**src/rtl/mem_port_arbiter.sv**
```systemverilog
// mem_port_arbiter: shares one SRAM-style memory port between the instruction
// fetch requester and the load/store requester of a pipelined core. Accesses
// are serialised, the pipeline is stalled while a request is outstanding, read
// data returns with a one-cycle done pulse, and a hung memory is aborted after
// a programmable number of cycles.
//
// Ports:
//   clka, rst                 clock (rising edge), async active-high reset
//   inst_req/addr             fetch request (level, held until inst_done)
//   inst_rdata/done           fetched word and one-cycle completion pulse
//   data_req/wr/addr/wmask/wdata  load/store request (held until data_done)
//   data_rdata/done           load data and one-cycle completion pulse
//   mem_req/wr/addr/wmask/wdata   memory request, held until mem_ack
//   mem_ack/rdata             single-cycle memory completion and read data
//   stall                     combinational pipeline stall
//   timeout_err               sticky flag, set when an access was aborted
module mem_port_arbiter #(
   parameter int unsigned MAX_DATA_RUN = 4,
   parameter int unsigned TIMEOUT      = 64,
   parameter logic [31:0] ABORT_DATA   = 32'h0000_0000
) (
   input  logic        clka,
   input  logic        rst,
   input  logic        inst_req,
   input  logic [31:0] inst_addr,
   output logic [31:0] inst_rdata,
   output logic        inst_done,
   input  logic        data_req,
   input  logic        data_wr,
   input  logic [31:0] data_addr,
   input  logic [3:0]  data_wmask,
   input  logic [31:0] data_wdata,
   output logic [31:0] data_rdata,
   output logic        data_done,
   output logic        mem_req,
   output logic        mem_wr,
   output logic [31:0] mem_addr,
   output logic [3:0]  mem_wmask,
   output logic [31:0] mem_wdata,
   input  logic        mem_ack,
   input  logic [31:0] mem_rdata,
   output logic        stall,
   output logic        timeout_err
);

   localparam int unsigned AW    = 32;
   localparam int unsigned DW    = 32;
   localparam int unsigned MW    = 4;
   localparam int unsigned RUN_W = 4;
   localparam int unsigned TO_W  = 8;

   localparam logic [RUN_W-1:0] RUN_MAX = RUN_W'(MAX_DATA_RUN);
   localparam bit               TO_EN   = (TIMEOUT != 0);
   // Abort fires in the TIMEOUT-th cycle of the grant that sees no ack.
   localparam logic [TO_W-1:0]  TO_LAST = (TIMEOUT == 0) ? '0 : TO_W'(TIMEOUT - 1);

   typedef enum logic [1:0] {
      IDLE  = 2'd0,
      GNT_I = 2'd1,
      GNT_D = 2'd2
   } state_t;

   state_t           state_q, state_d;
   logic [RUN_W-1:0] run_q, run_d;
   logic [TO_W-1:0]  tcnt_q, tcnt_d;

   logic          mem_req_d, mem_wr_d;
   logic [AW-1:0] mem_addr_d;
   logic [MW-1:0] mem_wmask_d;
   logic [DW-1:0] mem_wdata_d;
   logic          inst_done_d, data_done_d;
   logic [DW-1:0] inst_rdata_d, data_rdata_d;
   logic          timeout_err_d;

   logic inst_elig, data_elig, idle_open, force_inst;
   logic pick_data, pick_inst, abort;

   // A requester still high during its own done cycle is not re-issued.
   assign inst_elig  = inst_req & ~inst_done;
   assign data_elig  = data_req & ~data_done;
   // The completion cycle is a dead IDLE cycle: nothing is granted in it.
   assign idle_open  = ~inst_done & ~data_done;
   assign force_inst = (run_q >= RUN_MAX) & inst_elig;
   assign pick_data  = idle_open & data_elig & ~force_inst;
   assign pick_inst  = idle_open & inst_elig & ~pick_data;
   // An ack in the same cycle as the limit wins over the abort.
   assign abort      = TO_EN & ~mem_ack & (tcnt_q == TO_LAST);

   assign stall = (inst_req & ~inst_done) | (data_req & ~data_done);

   // State register.
   always_ff @(posedge clka or posedge rst) begin
      if (rst) state_q <= IDLE;
      else     state_q <= state_d;
   end

   // Next-state logic.
   always_comb begin
      state_d = state_q;
      case (state_q)
         IDLE: begin
            if (pick_data)      state_d = GNT_D;
            else if (pick_inst) state_d = GNT_I;
         end
         GNT_I, GNT_D: begin
            if (mem_ack || abort) state_d = IDLE;
         end
         default: state_d = IDLE;
      endcase
   end

   // Next values of the registered outputs and counters.
   always_comb begin
      mem_req_d     = mem_req;
      mem_wr_d      = mem_wr;
      mem_addr_d    = mem_addr;
      mem_wmask_d   = mem_wmask;
      mem_wdata_d   = mem_wdata;
      inst_done_d   = 1'b0;
      data_done_d   = 1'b0;
      inst_rdata_d  = inst_rdata;
      data_rdata_d  = data_rdata;
      timeout_err_d = timeout_err;
      run_d         = run_q;
      tcnt_d        = tcnt_q;
      case (state_q)
         IDLE: begin
            if (pick_data) begin
               mem_req_d   = 1'b1;
               mem_wr_d    = data_wr;
               mem_addr_d  = data_addr;
               mem_wmask_d = data_wr ? data_wmask : '0;
               mem_wdata_d = data_wdata;
               tcnt_d      = '0;
               // Only data grants that bypass a waiting fetch count toward the run.
               if (inst_elig && run_q != '1) run_d = run_q + RUN_W'(1);
            end else if (pick_inst) begin
               mem_req_d   = 1'b1;
               mem_wr_d    = 1'b0;
               mem_addr_d  = inst_addr;
               mem_wmask_d = '0;
               mem_wdata_d = '0;
               tcnt_d      = '0;
               run_d       = '0;
            end
         end
         GNT_I, GNT_D: begin
            if (mem_ack || abort) begin
               mem_req_d = 1'b0;
               if (state_q == GNT_I) begin
                  inst_done_d  = 1'b1;
                  inst_rdata_d = mem_ack ? mem_rdata : ABORT_DATA;
               end else begin
                  data_done_d  = 1'b1;
                  data_rdata_d = mem_ack ? mem_rdata : ABORT_DATA;
               end
               if (!mem_ack) timeout_err_d = 1'b1;
            end else if (tcnt_q != '1) begin
               tcnt_d = tcnt_q + TO_W'(1);
            end
         end
         default: ;
      endcase
   end

   // Output and counter registers.
   always_ff @(posedge clka or posedge rst) begin
      if (rst) begin
         mem_req     <= 1'b0;
         mem_wr      <= 1'b0;
         mem_addr    <= '0;
         mem_wmask   <= '0;
         mem_wdata   <= '0;
         inst_done   <= 1'b0;
         data_done   <= 1'b0;
         inst_rdata  <= '0;
         data_rdata  <= '0;
         timeout_err <= 1'b0;
         run_q       <= '0;
         tcnt_q      <= '0;
      end else begin
         mem_req     <= mem_req_d;
         mem_wr      <= mem_wr_d;
         mem_addr    <= mem_addr_d;
         mem_wmask   <= mem_wmask_d;
         mem_wdata   <= mem_wdata_d;
         inst_done   <= inst_done_d;
         data_done   <= data_done_d;
         inst_rdata  <= inst_rdata_d;
         data_rdata  <= data_rdata_d;
         timeout_err <= timeout_err_d;
         run_q       <= run_d;
         tcnt_q      <= tcnt_d;
      end
   end

endmodule

```
**config.mk**
```make
export PLATFORM = sky130hd
export DESIGN_NAME = mem_port_arbiter
export DESIGN_NICKNAME = d
export VERILOG_FILES = /design/src/rtl/mem_port_arbiter.sv
export SDC_FILE = /design/constraint.sdc
export NUM_CORES = 1
export LEC_CHECK = 0
export BUFFER_PORTS_ARGS = -buffer_cell sky130_fd_sc_hd__buf_4
export CORE_ASPECT_RATIO = 0.9
export CORE_UTILIZATION = 50
export CTS_CLUSTER_SIZE = 40
export DETAILED_ROUTE_END_ITERATION = 8
export GPL_TIMING_DRIVEN = 0
export PLACE_DENSITY_LB_ADDON = 0.25
export SLEW_MARGIN = 10
export SYNTH_ARGS = -nofsm -noshare
export SYNTH_HDL_FRONTEND = slang
export SYNTH_SLANG_ARGS = --single-unit
```
**constraint.sdc**
```tcl
create_clock -name clka -period 10.2 [get_ports clka]
set_clock_uncertainty 0.05 [all_clocks]
set_input_delay 2.04 -clock clka [delete_from_list [all_inputs] [get_ports clka]]
set_output_delay 2.04 -clock clka [all_outputs]
set_load 0.02 [all_outputs]
```
==> flow_results.org, run 1 <==
** Outcome
- The run finished with clean final reports.

** Pwr
- Across the VDD grid, the largest voltage drop is 0.2102 mV.
- Clk pwr share :: 18.1%
- Total net switching power :: 1.200 mW
- Of the total power, the share spent switching nets is 39.70%.
- Share of total power in combinational logic :: 48.0%
- The share of total power dissipated in sequential elements is 33.8%.
- In this run the power density over the cells is 340.2 nW/um^2.
- In this run the static leakage power is 4.565 nW.
- Internal power of the cells :: 1.822 mW

** Final layout
- Net count reported at finish :: 907
- Area of all sequential standard cells :: 3779 sq um
- Antenna diode instance count :: 0
- Fill cells in the final layout number 795.
- Final cell utilization of the core :: 76.42%
- The post-route netlist has 41.94% of its cells at a drive strength greater than 1.
- The finished cells cover 8880 sq um.
- Area overhead of the layout relative to synthesis :: 46.06%
- Area taken by multi-input logic gates :: 2081 sq um

** Worst setup path
- Required @ worst endpoint :: 8110 ps
- Number of buffer and inverter instances along the worst setup path :: 3
- Critical path arrival :: 2520 ps
- The worst setup path is launched from an input port.
- Category of the worst setup path capture point :: primary output
- Biggest cell delay along the critical path :: 170 ps
- Walking the worst path, the cells encountered are buf_4 -> inv_1 -> o22ai_1 -> buf_4.
- The slowest stage of the critical path is the sky130_fd_sc_hd__buf_4 cell.
- Worst Path Class, Setup :: in2out
- Crit-path leading delay family :: buffers and inverters
- By instance count, the cell type seen most on the critical path is sky130_fd_sc_hd__buf_4.
- Worst-path maximum fanout :: 5

** Flow run
- The tool flagged a number of max-cap violations equal to 0.

** Clock network
- Hold repair after CTS inserted 0 buffers.
- Buffers added to address setup during post-CTS repair amount to 0.
- Register clock-pin slew on the reported worst setup and hold paths :: 50 ps
- The clock passes through at most 2 buffers.
- Clock latency on the worst-skew pair :: 410 ps
- Total clock sinks :: 151
- TritonCTS built the clock tree.
- After clock tree synthesis, the repair step resized 0 gates.
- Total number of H-tree levels :: 4
- Cts bufs inserted :: 17
- Root cell of the clock tree :: sky130_fd_sc_hd__clkbuf_16

** STA
- Setup repair after global routing left no endpoint under its margin.
- Setup violations remaining at the end of the flow were counted as 0.
- Fin. max-slew vios :: 0
- Dividing the final minimum period by the clock period gives 45.17%.
- Setup TNS Final :: 0 ps
- Relative slew margins :: 47.80%
- Hold Violations, Final :: 0
- Pin slew with the least headroom to its limit :: 776.3 ps
- The worst path in the final design needs a cycle of 4608 ps, including I/O delays and setup.
- Derived from the worst setup path, the maximum achievable clock frequency is 217.0 MHz.

** Route
- Iter 0 DRT Violations :: 357
- Dividing the detail-routed wire length by the instance count gives 19.25 microns.
- The first detailed-routing pass ran for 5 iterations.
- The final layout contains routed wiring with a total length of 17920 microns.
- Drt drc :: 0
- In this run the remaining antenna-violating nets after routing total 0.
- Vias post-DR :: 5184
- Drt via density :: 5.568

** Logic synthesis
- After technology mapping, the gate count stands at 470.
- Count of flip-flops with a built-in enable after synthesis :: 0
- Number of nets in the synthesized netlist :: 612
- Summing the sequential cell areas from Yosys gives 62.15% of the chip area.
- Summing every instance area after synthesis gives 6080 sq um.
- Most used flip-flop cell after synthesis :: sky130_fd_sc_hd__dfrtp_1
- Dividing the synthesized area by the synthesized cell count gives 12.94 sq um.
- After synthesis, the share of flip-flops with an asynchronous set or reset is 100.0%.
- Synthesis inferred 151 register bits.
- In this run, distinct cell masters in the synthesized netlist total 42.
- Yosys warnings :: 0

** Min path
- The path class of the tightest hold or removal check is reg2reg.

** Die
- Vert. Die Dim :: 106.6 microns
- From left edge to right edge, the die measures 118.2 microns.
- For this configuration, the core starts out at a cell density of 52.32%.
- Pin placement for this block handled 276 I/O pins.
- Floorplan core area :: 11620 sq um
- The die covers 12610 sq um.
- Num rows :: 37

** Global route
- Global route overflow :: 0
- The initial antenna violation count came to 0.
- The number of global-route vias before repair is 5521.
- Entering global routing, the biggest net connects 95 pins.
- The first global-routing pass estimated 28340 microns of wire.
- GRT Overall Usage :: 29.44%

** Place
- Summed over all nets, the half-perimeter wirelength after detailed placement is 13310 microns.
- In this run the cell area measured after placement is 8372 sq um.
- Port buffer count :: 275
- Weighted congestion reported at the end of routability-driven placement :: 0.9143
-- cell usage in the layout, fill, tap and decap left out, drive strengths merged, types with 4 or more instances in the layout --
| master | Yosys | layout |
|---|---|---|
| a32o | 4 | 4 |
| nand2 | 40 | 40 |
| nor2b | 5 | 5 |
| buf | 18 | 294 |
| mux2i | 32 | 32 |
| ha | 4 | 4 |
| clkbuf | 14 | 39 |
| o31ai | 5 | 5 |
| nor2 | 7 | 7 |
| dfrtp | 151 | 151 |
| nand3 | 5 | 5 |
| o211ai | 4 | 4 |
| inv | 10 | 10 |
| a22o | 101 | 101 |
| and2 | 4 | 4 |
| o21ai | 41 | 41 |
-- per-layer routing --
metal,share of wire [%],vias up,global-route usage (%)
met1,38,2596,34.16
met5,0,-,0
li1,-,2346,-
met2,51,220,51.09
met3,8.5,22,9.840
met4,1.8,0,10.53
-- flip-flops by register name, summed over array words and instances (netlist names) --
register / cells
data_done: 1
data_rdata: 32
inst_done: 1
inst_rdata: 32
mem_addr: 32
mem_req: 1
mem_wdata: 32
mem_wmask: 4
mem_wr: 1
run_q: 4
state_q: 2
tcnt_q: 8
timeout_err: 1
-- cells by family after synthesis --
logic type	after synthesis	synth area share (%)
xor gates and xnor gates	1	0.1441
AOI/OAI and AO/OA	168	21.84
adders and majority gates	4	0.8232
buffers and inverters	42	3.622
muxes	34	5.639
DFF	151	62.15
and+or+nand+nor	70	5.783
-- synthesized netlist by cell type (2+ instances only) --
| cell type | n | area, sq um |
|---|---|---|
| sky130_fd_sc_hd__nor3_1 | 2 | 10.01 |
| sky130_fd_sc_hd__a32o_1 | 4 | 40.04 |
| sky130_fd_sc_hd__buf_4 | 2 | 15.01 |
| sky130_fd_sc_hd__o41ai_1 | 2 | 17.52 |
| sky130_fd_sc_hd__o21ai_0 | 26 | 130.1 |
| sky130_fd_sc_hd__nand3_1 | 4 | 20.02 |
| sky130_fd_sc_hd__inv_1 | 10 | 37.54 |
| sky130_fd_sc_hd__nor2_1 | 6 | 22.52 |
| sky130_fd_sc_hd__mux2i_1 | 32 | 320.3 |
| sky130_fd_sc_hd__o21ai_1 | 15 | 75.07 |
| sky130_fd_sc_hd__o211ai_4 | 2 | 42.54 |
| sky130_fd_sc_hd__and2_1 | 4 | 25.02 |
| sky130_fd_sc_hd__o211ai_1 | 2 | 15.01 |
| sky130_fd_sc_hd__a21oi_1 | 3 | 15.01 |
| sky130_fd_sc_hd__o31ai_1 | 5 | 37.54 |
| sky130_fd_sc_hd__buf_1 | 2 | 7.510 |
| sky130_fd_sc_hd__dfrtp_1 | 151 | 3779 |
| sky130_fd_sc_hd__ha_1 | 4 | 50.05 |
| sky130_fd_sc_hd__clkbuf_1 | 14 | 52.55 |
| sky130_fd_sc_hd__o31a_1 | 2 | 17.52 |
| sky130_fd_sc_hd__nand2_1 | 40 | 150.1 |
| sky130_fd_sc_hd__nor2b_1 | 5 | 31.28 |
| sky130_fd_sc_hd__buf_2 | 8 | 40.04 |
| sky130_fd_sc_hd__a22o_1 | 101 | 884.6 |
| sky130_fd_sc_hd__buf_6 | 6 | 67.56 |
| sky130_fd_sc_hd__mux2_2 | 2 | 22.52 |
-- power by group through the flow --
stage | Combinational [mW] | Clock [mW] | Sequential, mW
finish | 1.45 | 0.547 | 1.02
global placement | 1.41 | 0 | 1.01
CTS | 1.46 | 0.556 | 1.02
global route | 1.56 | 0.583 | 1.05
floorplan | 0.550 | 0 | 1.29
detailed placement | 1.46 | 0 | 1.02
-- metrics by stage --
stage | instances | setup WS, ps | power (mW) | hold WS (ps)
floorplan | 470 | 4045 | 1.842 | 397.7
global placement | 901 | 2695 | 2.421 | 402.9
detailed placement | 902 | 5596 | 2.480 | 408.8
CTS | 931 | 5593 | 3.038 | 420.6
global route | 931 | 5571 | 3.189 | 429.6
finish | 931 | 5592 | 3.021 | 415.4
-- area by class of cell --
class	instances	share of cell area [%]
buffer	32	2.057
clock buffer	25	5.467
clock inverter	4	0.2536
inverter	10	0.4791
multi-input combinational	277	23.43
sequential	151	42.55
tap	156	2.198
timing repair buffer	276	23.56
-- path summary, 6_finish.rpt --
| kind | start | end | slack [ps] | depth (start not counted) |
|---|---|---|---|---|
| worst max-delay path | inst_req | stall | 5590 | 4 |
| worst min-delay path | timeout_err | timeout_err | 420 | 1 |
| worst max register to register | state_q[0] | inst_rdata[9] | 8110 | 6 |
| worst min register to register | timeout_err | timeout_err | 420 | 1 |
| max in group asynchronous | rst | data_rdata[27] | 7650 | 3 |
| min in group asynchronous | rst | mem_wdata[2] | 1630 | 2 |
Power figures use the tool's default switching activity.
==> run 2: changes to the inputs <==
--- a/config.mk
+++ b/config.mk
@@ -5,9 +5,10 @@
 export SDC_FILE = /design/constraint.sdc
 export NUM_CORES = 1
 export LEC_CHECK = 0
+export ABC_AREA = 1
 export BUFFER_PORTS_ARGS = -buffer_cell sky130_fd_sc_hd__buf_4
 export CORE_ASPECT_RATIO = 0.9
-export CORE_UTILIZATION = 50
+export CORE_UTILIZATION = 48
 export CTS_CLUSTER_SIZE = 40
 export DETAILED_ROUTE_END_ITERATION = 8
 export GPL_TIMING_DRIVEN = 0
==> constraint.sdc (replaced) <==
create_clock -name clka -period 4.85 [get_ports clka]
set_clock_uncertainty 0.05 [all_clocks]
set_input_delay 0.97 -clock clka [delete_from_list [all_inputs] [get_ports clka]]
set_output_delay 0.97 -clock clka [all_outputs]
set_load 0.02 [all_outputs]
==> run 2 against run 1 <==
  * Utilization fell by 5.0 points
  * Wire length rose by 11%
  * Sequential power rose by 100%
  * Register-to-register slack got worse by 5200 ps
  * Non-clock buffer count rose by 14
  * Via count rose by 23%
  * Synthesized cell count rose by 60%
  * Die area rose by 14%
  * Cell count rose by 32%
  * Clock power rose by 140%
  * First-iteration DRC count rose by 30%
  * Highest routed layer unchanged
==> flow_results.org, run 2 <==
** Place
- The count of buffers inserted at the top-level ports came to 274 (-0.36%).
- The placed standard-cell area is 9024 sq um (+7.8%).
- HPWL Detailed :: 14560 microns (+9.4%)
- The routability-driven placement congestion ratio was 0.8482 (-7.2%).

** Die
- Starting density of the core :: 49.51% (-2.8 points)
- Width of the die :: 126.2 microns (+6.7%)
- I/O Pins :: 276 (unchanged)
- The cell row count came to 40 (+8.1%).
- Vert. Die Dim :: 113.8 microns (+6.7%)
- The core area was 13460 sq um (+16%).
- Die Outline Area :: 14360 sq um (+14%)

** Final layout
- Summed area of non-filler cells in the final layout :: 9618 sq um (+8.3%)
- The multi-input gate area in the final layout came to 2420 sq um (+16%).
- The antenna cell count came to 0 (unchanged).
- Area overhead of the layout relative to synthesis :: 44.30%
- Fraction of layout instances using a drive strength above 1 :: 33.30% (-8.6 points)
- In the layout the commonest cells are sky130_fd_sc_hd__nand2_1 (281), sky130_fd_sc_hd__buf_4 (277), sky130_fd_sc_hd__dfrtp_1 (151).
- The final net count is 1193 (+32%).
- Commonest non-fill, non-tap cell in the layout :: sky130_fd_sc_hd__nand2_1
- Fillcell total :: 1024 (+29%)
- The sequential cell area came to 3779 sq um (unchanged).

** Global route
- Maximum number of pins on one net before global-route repair :: 38 (-60%)
- Vias in the first global route :: 6115 (+11%)
- Initial antenna violation count :: 0 (unchanged)
- The global-route wire length before repair came to 31520 microns (+11%).
- The total global routing track utilization came to 28.41% (-1.0 points).
- The global-route congestion overflow total was 0 (unchanged).

** Logic synthesis
- The synthesized net count came to 896 (+46%).
- Proportion of synthesized flip-flops having asynchronous set or reset :: 100.0% (unchanged)
- The number of instances in the synthesized netlist is 754 (+60%).
- The post-synthesis cell area is 6665 sq um (+9.6%).
- Post-synth top area cell :: sky130_fd_sc_hd__dfrtp_1
- By instance count, the leading cell after synthesis is sky130_fd_sc_hd__nand2_1.
- Yosys warnings :: 0 (unchanged)
- The mux contribution to synthesized area came to 0% (-5.6 points).
- The count of distinct cell types in the synthesized netlist was 33 (-21%).
- Most used flip-flop cell after synthesis :: sky130_fd_sc_hd__dfrtp_1
- The post-synthesis adder-cell area fraction came to 0.7509% (-0.072 points).
- Ranked by total cell area, the synthesized netlist is headed by sky130_fd_sc_hd__dfrtp_1 (57%), sky130_fd_sc_hd__nand2_1 (16%), sky130_fd_sc_hd__o21ai_0 (5.1%).
- The number of enable flip-flop cells after synthesis was 0 (unchanged).
- The complex-gate fraction of the synthesized area was 13.55% (-8.3 points).
- Dominant combinational cell family by area after synthesis :: simple AND/OR/NAND/NOR gates
- The register bit total from synthesis came to 151 (unchanged).
- Seq/Total Area, Yosys :: 56.69% (-5.5 points)
- List of most frequent post-synthesis cells :: sky130_fd_sc_hd__nand2_1 (281), sky130_fd_sc_hd__dfrtp_1 (151), sky130_fd_sc_hd__o21ai_0 (68), sky130_fd_sc_hd__inv_1 (52), sky130_fd_sc_hd__nor2_1 (48)
- The xor/xnor cell area share of the yosys netlist is 0.1314% (-0.013 points).
- The post-synthesis share of cell area spent on and, or, nand and nor gates came to 21.87% (+16 points).
- The area fraction of the dominant cell type after synthesis is 56.69% (-5.5 points).
- The mean instance size in the synthesized netlist came to 8.840 sq um (-32%).

** Pwr
- Maximum ir drop on the vdd rail :: 0.4110 mV (+96%)
- The total power per unit cell area was 687.0 nW/um^2 (+100%).
- The leakage component of the power came to 5.347 nW (+17%).

** Worst setup path
- Category of the worst setup path capture point :: primary output
- The biggest fanout along the worst timing path came to 3 (-2).
- STA classifies the critical path startpoint as an input port.
- Critical path arrival :: 1380 ps (-1140 ps)
- The worst setup path is of the in2out kind.
- The worst endpoint required time is 3830 ps (-4280 ps).

** STA
- Count of final setup violators :: 0 (unchanged)
- Peak Freq :: 416.2 MHz
- Pin slew with the least headroom to its limit :: 609.5 ps (-166.8 ps)
- Relative slew margins :: 59.28% (+11 points)
- The accumulated negative setup slack came to 0 ps (unchanged).
- The number of hold violations in the final report was 0 (unchanged).
- Setup repair after global routing left no endpoint under its margin.
- Fin. max-slew vios :: 0 (unchanged)
- Period Utilization, post-route :: 49.54%
- Minimum period implied by the final worst setup slack :: 2403 ps

** Clock network
- Clock latency on the worst-skew pair :: 420 ps (about the same)
- The number of hold buffers added after CTS came to 0 (unchanged).
- Number of instances resized during post-cts repair :: 0 (unchanged)
- The TritonCTS sink count came to 151 (unchanged).
- Number of buffers on the longest clock path :: 2 (unchanged)
- The number of buffers added by the clock tree synthesis step came to 17 (unchanged).
- Count of buffers added by post-CTS timing repair for setup :: 0 (unchanged)
- The cell sitting at the root of the clock tree is a sky130_fd_sc_hd__clkbuf_16.
- Clock tree from TritonCTS :: built
- The maximum level of the CTS H-tree is 4 (unchanged).
- Register clock-pin slew on the reported worst setup and hold paths :: 60 ps (about the same)

** Route
- The post-route antenna net violation count is 0 (unchanged).
- The number of violations reported at the end of detailed-routing iteration 0 came to 464 (+30%).
- The total via count in the routed design was 6352 (+23%).
- Routed WL per cell :: 16.14 microns (-16%)
- Drt via density :: 5.160 (-7.3%)
- Drt drc :: 0 (unchanged)
- The first-pass iteration count of the detailed router came to 5 (unchanged).
- Drt total wl :: 19870 microns (+11%)

** Outcome
- Run status :: finished, final reports clean

** Min path
- In this run the worst hold path is classified as reg2reg.

** Flow run
- The number of max-cap violations was 0 (unchanged).
==> run 2: changes by cell type after synthesis, moves of 8 or more <==
cell / delta
sky130_fd_sc_hd__nand3_1: +8
sky130_fd_sc_hd__o21ai_0: +42
sky130_fd_sc_hd__nand2_1: +241
sky130_fd_sc_hd__a31oi_1: +32
sky130_fd_sc_hd__mux2i_1: -32
sky130_fd_sc_hd__o21ai_1: -14
sky130_fd_sc_hd__nor2_1: +42
sky130_fd_sc_hd__a22o_1: -68
sky130_fd_sc_hd__inv_1: +42
==> run 2: worst max-delay path, cell delays in order <==
cell and delay [ps]:
sky130_fd_sc_hd__buf_4 120, sky130_fd_sc_hd__nand2_1 80, sky130_fd_sc_hd__nand2_1 50, sky130_fd_sc_hd__buf_4 160
==> run 2: report_power, final <==
| group | total (mW) | internal (mW) | switching [mW] | leakage, nW |
|---|---|---|---|---|
| clock network | 1.34 | 0.816 | 0.522 | 0.288 |
| registers | 2.08 | 1.79 | 0.293 | 1.92 |
| logic | 3.19 | 1.25 | 1.93 | 3.14 |
| total | 6.61 | 3.86 | 2.75 | 5.35 |
==> run 2: cell families (layout without fill, tap and decap cells) <==
| logic type | Yosys count | in the layout |
|---|---|---|
| compound gates | 142 | 142 |
| xor+xnor | 1 | 1 |
| fa+ha+maj | 4 | 4 |
| buf+inv | 99 | 408 |
| flops | 151 | 151 |
| simple gates | 357 | 357 |
==> run 2: cell type report <==
class	count	share of cell area, %
inverters	55	2.186
repair buffers	278	22.30
well taps	168	2.186
flip-flops and latches	151	39.29
clock buffers	18	4.566
plain buffers	44	2.706
clock inverters	13	1.613
multi-input cells	504	25.16
==> run 2: per-layer routing <==
metal | GRT usage [%] | share of wire (%) | vias to the layer above
met5 | 0 | 0 | -
met3 | 9.756 | 9.4 | 31
met4 | 9.478 | 1.8 | 0
li1 | - | - | 3034
met2 | 48.69 | 50 | 286
met1 | 33.56 | 39 | 3001
==> run 2: metrics by stage <==
step	util, %	setup WS, ps	cells	hold slack [ps]	power (mW)
floorplan	-	1927	754	388.2	3.925
global placement	66.38	944.8	1196	407.4	5.200
CTS	71.44	2452	1231	432.4	6.632
global route	71.44	2412	1231	446.9	6.986
finish	71.44	2447	1231	429.8	6.608
detailed placement	67.03	2454	1200	416.8	5.274
==> run 2: final timing paths <==
check,startpoint,end,slack [ps],cells past startpoint
max,inst_req,stall,2450,4
min,timeout_err,timeout_err,430,1
max reg2reg,state_q[1],inst_rdata[28],2870,6
min reg2reg,timeout_err,timeout_err,430,1
max in group asynchronous,rst,inst_rdata[8],3340,4
min in group asynchronous,rst,mem_addr[28],570,2
